`config.mk`:
```
export PLATFORM = sky130hd
export DESIGN_NAME = bsg_manycore_cache_link_concentrator
export DESIGN_NICKNAME = d
export VERILOG_FILES = /design/src/rtl/bsg_manycore_cache_link_concentrator.sv
export SDC_FILE = /design/constraint.sdc
export NUM_CORES = 2
export LEC_CHECK = 0
export ABC_AREA = 1
export BUFFER_PORTS_ARGS = -buffer_cell sky130_fd_sc_hd__buf_4
export CORE_AREA = 2 2 302 304
export CTS_BUF_LIST = sky130_fd_sc_hd__clkbuf_16
export CTS_CLUSTER_SIZE = 16
export DETAILED_ROUTE_END_ITERATION = 8
export DIE_AREA = 0 0 304 306
export MAX_ROUTING_LAYER = met4
export PLACE_DENSITY = 0.57
export SLEW_MARGIN = 20
export SYNTH_ARGS = -nofsm -noshare
export SYNTH_HDL_FRONTEND = slang
export SYNTH_SLANG_ARGS = --single-unit
```
`constraint.sdc`:
```
create_clock -name clk_i -period 7.67 [get_ports clk_i]
set_clock_uncertainty 0.15 [all_clocks]
set_input_delay 1.1505 -clock clk_i [delete_from_list [all_inputs] [get_ports clk_i]]
set_output_delay 1.1505 -clock clk_i [all_outputs]
set_load 0.01 [all_outputs]
```
`src/rtl/bsg_manycore_cache_link_concentrator.sv`:
```
// Purpose: round-robin concentrator of N edge cache links onto one memory channel, with credit limits and response routing.
// Latency: 1 cycle from request handshake to registered out_v_o/out_data_o/out_id_o; responses are routed combinationally.
// Backpressure: out_ready_i low holds the output register and stalls all enabled links; disabled links are always ready.
module bsg_manycore_cache_link_concentrator #(
    parameter int num_links_p      = 8,
    parameter int pkt_width_p      = 64,
    parameter int max_out_p        = 4,
    parameter int drop_cnt_width_p = 16,
    localparam int id_width_lp     = (num_links_p > 1) ? $clog2(num_links_p) : 1,
    localparam int cnt_width_lp    = (max_out_p > 0) ? $clog2(max_out_p + 1) : 1
) (
    input  logic                               clk_i,
    input  logic                               reset_n_i,
    input  logic [num_links_p-1:0]             link_en_i,
    input  logic [num_links_p-1:0]             req_v_i,
    input  logic [num_links_p*pkt_width_p-1:0] req_data_i,
    output logic [num_links_p-1:0]             req_ready_o,
    output logic                               out_v_o,
    output logic [pkt_width_p-1:0]             out_data_o,
    output logic [id_width_lp-1:0]             out_id_o,
    input  logic                               out_ready_i,
    input  logic                               resp_v_i,
    input  logic [id_width_lp-1:0]             resp_id_i,
    input  logic [pkt_width_p-1:0]             resp_data_i,
    output logic                               resp_ready_o,
    output logic [num_links_p-1:0]             link_resp_v_o,
    output logic [pkt_width_p-1:0]             link_resp_data_o,
    input  logic [num_links_p-1:0]             link_resp_ready_i,
    output logic [drop_cnt_width_p-1:0]        drop_count_o,
    output logic                               err_o
);

    typedef struct packed {
        logic [id_width_lp-1:0] id;
        logic [pkt_width_p-1:0] dat;
    } out_t;

    logic [cnt_width_lp-1:0]     cnt_r [num_links_p];
    logic [id_width_lp-1:0]      rr_r;
    logic                        out_vld_r;
    out_t                        out_r;
    logic [drop_cnt_width_p-1:0] drop_cnt_r;
    logic                        err_r;

    logic [num_links_p-1:0]      elig;
    logic [num_links_p-1:0]      grant;
    logic [num_links_p-1:0]      inc;
    logic [num_links_p-1:0]      dec;
    logic [num_links_p-1:0]      cnt_zero;
    logic [num_links_p-1:0]      drop_vld;
    logic                        grant_vld;
    logic [id_width_lp-1:0]      grant_id;
    logic [id_width_lp-1:0]      rr_nxt;
    logic [pkt_width_p-1:0]      sel_dat;
    logic                        load;
    logic                        resp_id_ok;
    logic                        resp_rdy_sel;
    logic                        err_set;
    logic [id_width_lp:0]        drop_num;
    logic [drop_cnt_width_p:0]   drop_sum;

    assign load = !out_vld_r | out_ready_i;

    always_comb begin
        for (int i = 0; i < num_links_p; i++) begin
            cnt_zero[i] = (cnt_r[i] == '0);
            elig[i]     = req_v_i[i] & link_en_i[i] & (cnt_r[i] < cnt_width_lp'(max_out_p));
        end
    end

    // Search starts at the rr pointer and wraps; the first eligible link wins.
    always_comb begin
        int idx;
        idx       = 0;
        grant     = '0;
        grant_vld = 1'b0;
        grant_id  = '0;
        sel_dat   = '0;
        for (int off = 0; off < num_links_p; off++) begin
            idx = int'(rr_r) + off;
            if (idx >= num_links_p) idx = idx - num_links_p;
            if (!grant_vld && elig[idx]) begin
                grant_vld  = 1'b1;
                grant[idx] = 1'b1;
                grant_id   = id_width_lp'(idx);
                sel_dat    = req_data_i[idx*pkt_width_p +: pkt_width_p];
            end
        end
    end

    assign rr_nxt = (grant_id == id_width_lp'(num_links_p - 1)) ? '0 : grant_id + id_width_lp'(1);

    // Disabled links are tied off: always ready, payload discarded.
    always_comb begin
        for (int i = 0; i < num_links_p; i++) begin
            req_ready_o[i] = link_en_i[i] ? (grant[i] & load) : 1'b1;
        end
    end

    assign inc      = grant & {num_links_p{load}};
    assign drop_vld = req_v_i & ~link_en_i;

    always_comb begin
        drop_num = '0;
        for (int i = 0; i < num_links_p; i++) begin
            drop_num = drop_num + (id_width_lp+1)'(drop_vld[i]);
        end
        drop_sum = {1'b0, drop_cnt_r} + (drop_cnt_width_p+1)'(drop_num);
    end

    // Ids beyond the last link are accepted and dropped so the channel never wedges.
    always_comb begin
        resp_id_ok    = 1'b0;
        resp_rdy_sel  = 1'b1;
        link_resp_v_o = '0;
        for (int k = 0; k < num_links_p; k++) begin
            if (resp_id_i == id_width_lp'(k)) begin
                resp_id_ok       = 1'b1;
                link_resp_v_o[k] = resp_v_i;
                resp_rdy_sel     = link_resp_ready_i[k];
            end
        end
    end

    assign resp_ready_o     = resp_rdy_sel;
    assign link_resp_data_o = resp_data_i;
    assign dec              = link_resp_v_o & {num_links_p{resp_ready_o}};
    assign err_set          = (resp_v_i & !resp_id_ok) | (|(dec & cnt_zero));

    always_ff @(posedge clk_i or negedge reset_n_i) begin
        if (!reset_n_i) begin
            out_vld_r <= 1'b0;
            out_r     <= '0;
            rr_r      <= '0;
        end else if (load) begin
            out_vld_r <= grant_vld;
            if (grant_vld) begin
                out_r.id  <= grant_id;
                out_r.dat <= sel_dat;
                rr_r      <= rr_nxt;
            end
        end
    end

    // A grant and a response on the same link cancel out.
    always_ff @(posedge clk_i or negedge reset_n_i) begin
        if (!reset_n_i) begin
            for (int i = 0; i < num_links_p; i++) cnt_r[i] <= '0;
        end else begin
            for (int i = 0; i < num_links_p; i++) begin
                if (inc[i] && !dec[i]) begin
                    cnt_r[i] <= cnt_r[i] + cnt_width_lp'(1);
                end else if (dec[i] && !inc[i] && !cnt_zero[i]) begin
                    cnt_r[i] <= cnt_r[i] - cnt_width_lp'(1);
                end
            end
        end
    end

    always_ff @(posedge clk_i or negedge reset_n_i) begin
        if (!reset_n_i) begin
            drop_cnt_r <= '0;
            err_r      <= 1'b0;
        end else begin
            drop_cnt_r <= drop_sum[drop_cnt_width_p] ? '1 : drop_sum[drop_cnt_width_p-1:0];
            if (err_set) err_r <= 1'b1;
        end
    end

    assign out_v_o      = out_vld_r;
    assign out_data_o   = out_r.dat;
    assign out_id_o     = out_r.id;
    assign drop_count_o = drop_cnt_r;
    assign err_o        = err_r;

endmodule

```
==> summary.md <==
| Metric | Value |
|---|---|
| CTS clk-pin slew, worst paths | around 100 ps |
| Ratio of cells with drive above 1 in the final layout | 0.140 |
| Worst-skew pair later-pin latency | 410 ps |
| Max-cap violations | 0 |
| CP Capture Type | primary output |
| Vert. Die Dim | roughly 310 um |
| Pleak | about 16 nW |
| CP max stage delay | a little over 900 ps |
| Final HPWL DP | 101000 um |
| Final hold violations | 0 |
| Core Util, Final | 0.358 |
| Unrepaired setup endpoints after global routing | false |
| Row cnt | 110 |
| Post-synthesis cell count | 5378 |
| Mapped Avg Cell Area | between 5 and 6 um2 |
| Setup TNS | 0 ps |
| Slowest-stage cell, CP | dfrtp_4 |
| Vias | around 37000 |
| Max-slew violations | 0 |
| Post-route ant nets | 0 |
| First-pass GRT wire length | about 210000 um |
| Worst hold-check path type | register to register |
| Crit Path Max Fanout | about 120 |
| Number of remaining DRC errors | 0 |
| Iteration-0 DRC count of the detailed router | around 4000 |
| Measured slew at the worst slew-check pin | 1230 ps |
| CTS buffer count | 9 |
| Largest net degree at the start of global routing | 249 |
| Initial antenna violation count | 20 |
| First-pass DRT Iterations | 6 |
| Critical Path RT | between 6000 and 7000 ps |
| Final Cycle Share | 0.826 |
| Synth Warn # | 0 |
| Number of enable flip-flop cells after synthesis | 0 |
| Yosys reg bits | roughly 110 |
| Design Area, Final | approximately 0.032 mm2 |
| Vias/cell | approximately 5.5 |
| Die W | between 300 and 400 um |
| Hold buffer count at CTS | 0 |
| Highest-count cells in the layout ignoring fill and taps | 1827 x nand2_1, 987 x o21ai_0, 689 x buf_4 |
| Rel. slew slack | 0.177 |
| VDD IR max | 444 uV |
| Fmax | 158 MHz |
| Synth async-reset ratio | 1.00 |
| Clock sink total | 112 |
| Kind of critical path | register to primary output |
| Vias in the first global route | 33700 |
| Ys flop type | dfrtp_1 |
| H-tree lvl count | 3 |
| Mapped Nets | between 6000 and 7000 |
| Crit-path cells | inv_8 -> ha_4 -> inv_8 -> nand2_1 -> nand2_1 -> nand2_1 -> nand2_1 -> nand4_1 -> buf_4 -> nor2_1 -> nor2_1 -> nand3_1 -> nand2_1 -> nand2_1 -> buf_4 |
| GR Overflow Total | 0 |
| Pwr Density | roughly 560 mW/mm2 |
| Core Area | 0.0896 mm2 |
| Commonest non-fill, non-tap cell in the layout | nand2_1 |
| Post CTS Setup Buffer Count | 0 |
| Post-Syn Area | about 0.027 mm2 |
| Routed wire length per instance | roughly 21 um |
| Gr usage total | 0.301 |
| Area grow syn2layout | 18.3% |
| Routed wire length | roughly 140000 um |
| Ports | roughly 770 |
| Initial cell density of the core | 0.303 |
| Nets | roughly 6200 |
| Post-CTS Resized | 0 |
| GPL Wtd Cong | roughly 0.97 |
| Register area share after synthesis | 0.103 |
| Minimum clock period | 6340 ps |
| Cell mode on critical path | nand2_1 |
| Final setup violation count | 0 |
| CTS tree | yes |
| Clk buf depth | 2 |
| Outcome | finished, final reports clean |
| Placed Instance Area | roughly 0.032 mm2 |
| Critical Path Start Type | register |
| Die area | approximately 0.093 mm2 |
| Yosys cell types | just under 50 |
| Root buffer cell | clkbuf_16 |
| CP arrival | approximately 5000 ps |
| Port Buffer Count | 644 |
per-layer routing:
metal / vias up / part of all wire / track usage
li1: 18100 / - / -
met1: 16900 / 0.41 / 0.378
met2: 2033 / 0.44 / 0.466
met3: 329 / 0.096 / 0.0565
met4: 0 / 0.049 / 0.143
met5: - / 0 / -
synthesized netlist by cell type, drive strengths merged (13+ instances only):
| master | n | share of area |
|---|---|---|
| nand2 | 1834 | 0.25 |
| o21ai | 1063 | 0.20 |
| inv | 411 | 0.057 |
| nor2 | 367 | 0.052 |
| nand3 | 348 | 0.065 |
| a21oi | 277 | 0.051 |
| buf | 259 | 0.051 |
| clkbuf | 236 | 0.033 |
| dfrtp | 112 | 0.10 |
| o211ai | 108 | 0.030 |
| o21a | 51 | 0.014 |
| nand4 | 49 | 0.012 |
| nor3 | 44 | 0.0087 |
| or2 | 44 | 0.010 |
| mux2i | 43 | 0.016 |
| a211oi | 39 | 0.011 |
| a41oi | 19 | 0.0061 |
| ha | 17 | 0.0078 |
| fa | 13 | 0.0096 |
worst paths after layout:
path,from,end,slack [ps],cells after the start
min reg2reg,out_data_o[2],out_data_o[2],340,2
min,out_data_o[2],out_data_o[2],340,2
max in group asynchronous,reset_n_i,out_data_o[56],5440,2
max reg2reg,register,rr_r[2],1630,17
min in group asynchronous,reset_n_i,out_data_o[32],590,1
max,register,req_ready_o[2],1330,15
flip-flops by register name (all words and copies together) (netlist names), named ones only:
register / cells
rr_r: 2
out_id_o: 3
out_v_o: 1
err_o: 1
drop_count_o: 16
out_data_o: 64
cnt_r: 24
area by class of cell:
class	instances	area [um2]
fill	10100	57500
clock buffer	9	225
sequential	112	2810
multi-input combinational	4359	20600
inverter	412	1590
tap	1176	1470
antenna	19	47.5
timing repair buffer	694	5260
clock inverter	7	93.8
stage by stage:
| stage | hold slack, ps | setup slack, ps | instances | power, mW |
|---|---|---|---|---|
| floorplan | 313 | 2630 | 5378 | 12.4 |
| global placement | 318 | 1720 | 6753 | 17.0 |
| detailed placement | 318 | 1790 | 6753 | 17.2 |
| CTS | 347 | 1370 | 6769 | 17.8 |
| global route | 372 | 975 | 6787 | 20.0 |
| finish | 340 | 1330 | 6788 | 18.1 |
kinds of logic (layout without fill, tap and decap cells):
family                   after synthesis  count (layout)  share of synthesized area
buffers and inverters                907            1122                      0.141
adder cells (fa/ha/maj)               30              30                     0.0174
AO/OA/AOI/OAI                       1587            1587                      0.317
XOR/XNOR                               9               9                    0.00290
AND/OR/NAND/NOR                     2690            2690                      0.403
multiplexers                          43              43                     0.0159
flip-flops                           112             112                      0.103
other                                  0              19                          0
worst max-delay path, delay by kind of cell (launching register included):
kind                     cells  cell delay (ps)
buffers and inverters        4             1470
AND/OR/NAND/NOR             10             1330
flip-flops                   1              920
adder cells (fa/ha/maj)      1              850
where the power goes:
group          switching (mW)  internal, mW
logic                    11.5          4.77
clock network           0.329         0.240
registers               0.377         0.923
total                    12.2          5.93
No activity file was read; power rests on OpenSTA's default activity.
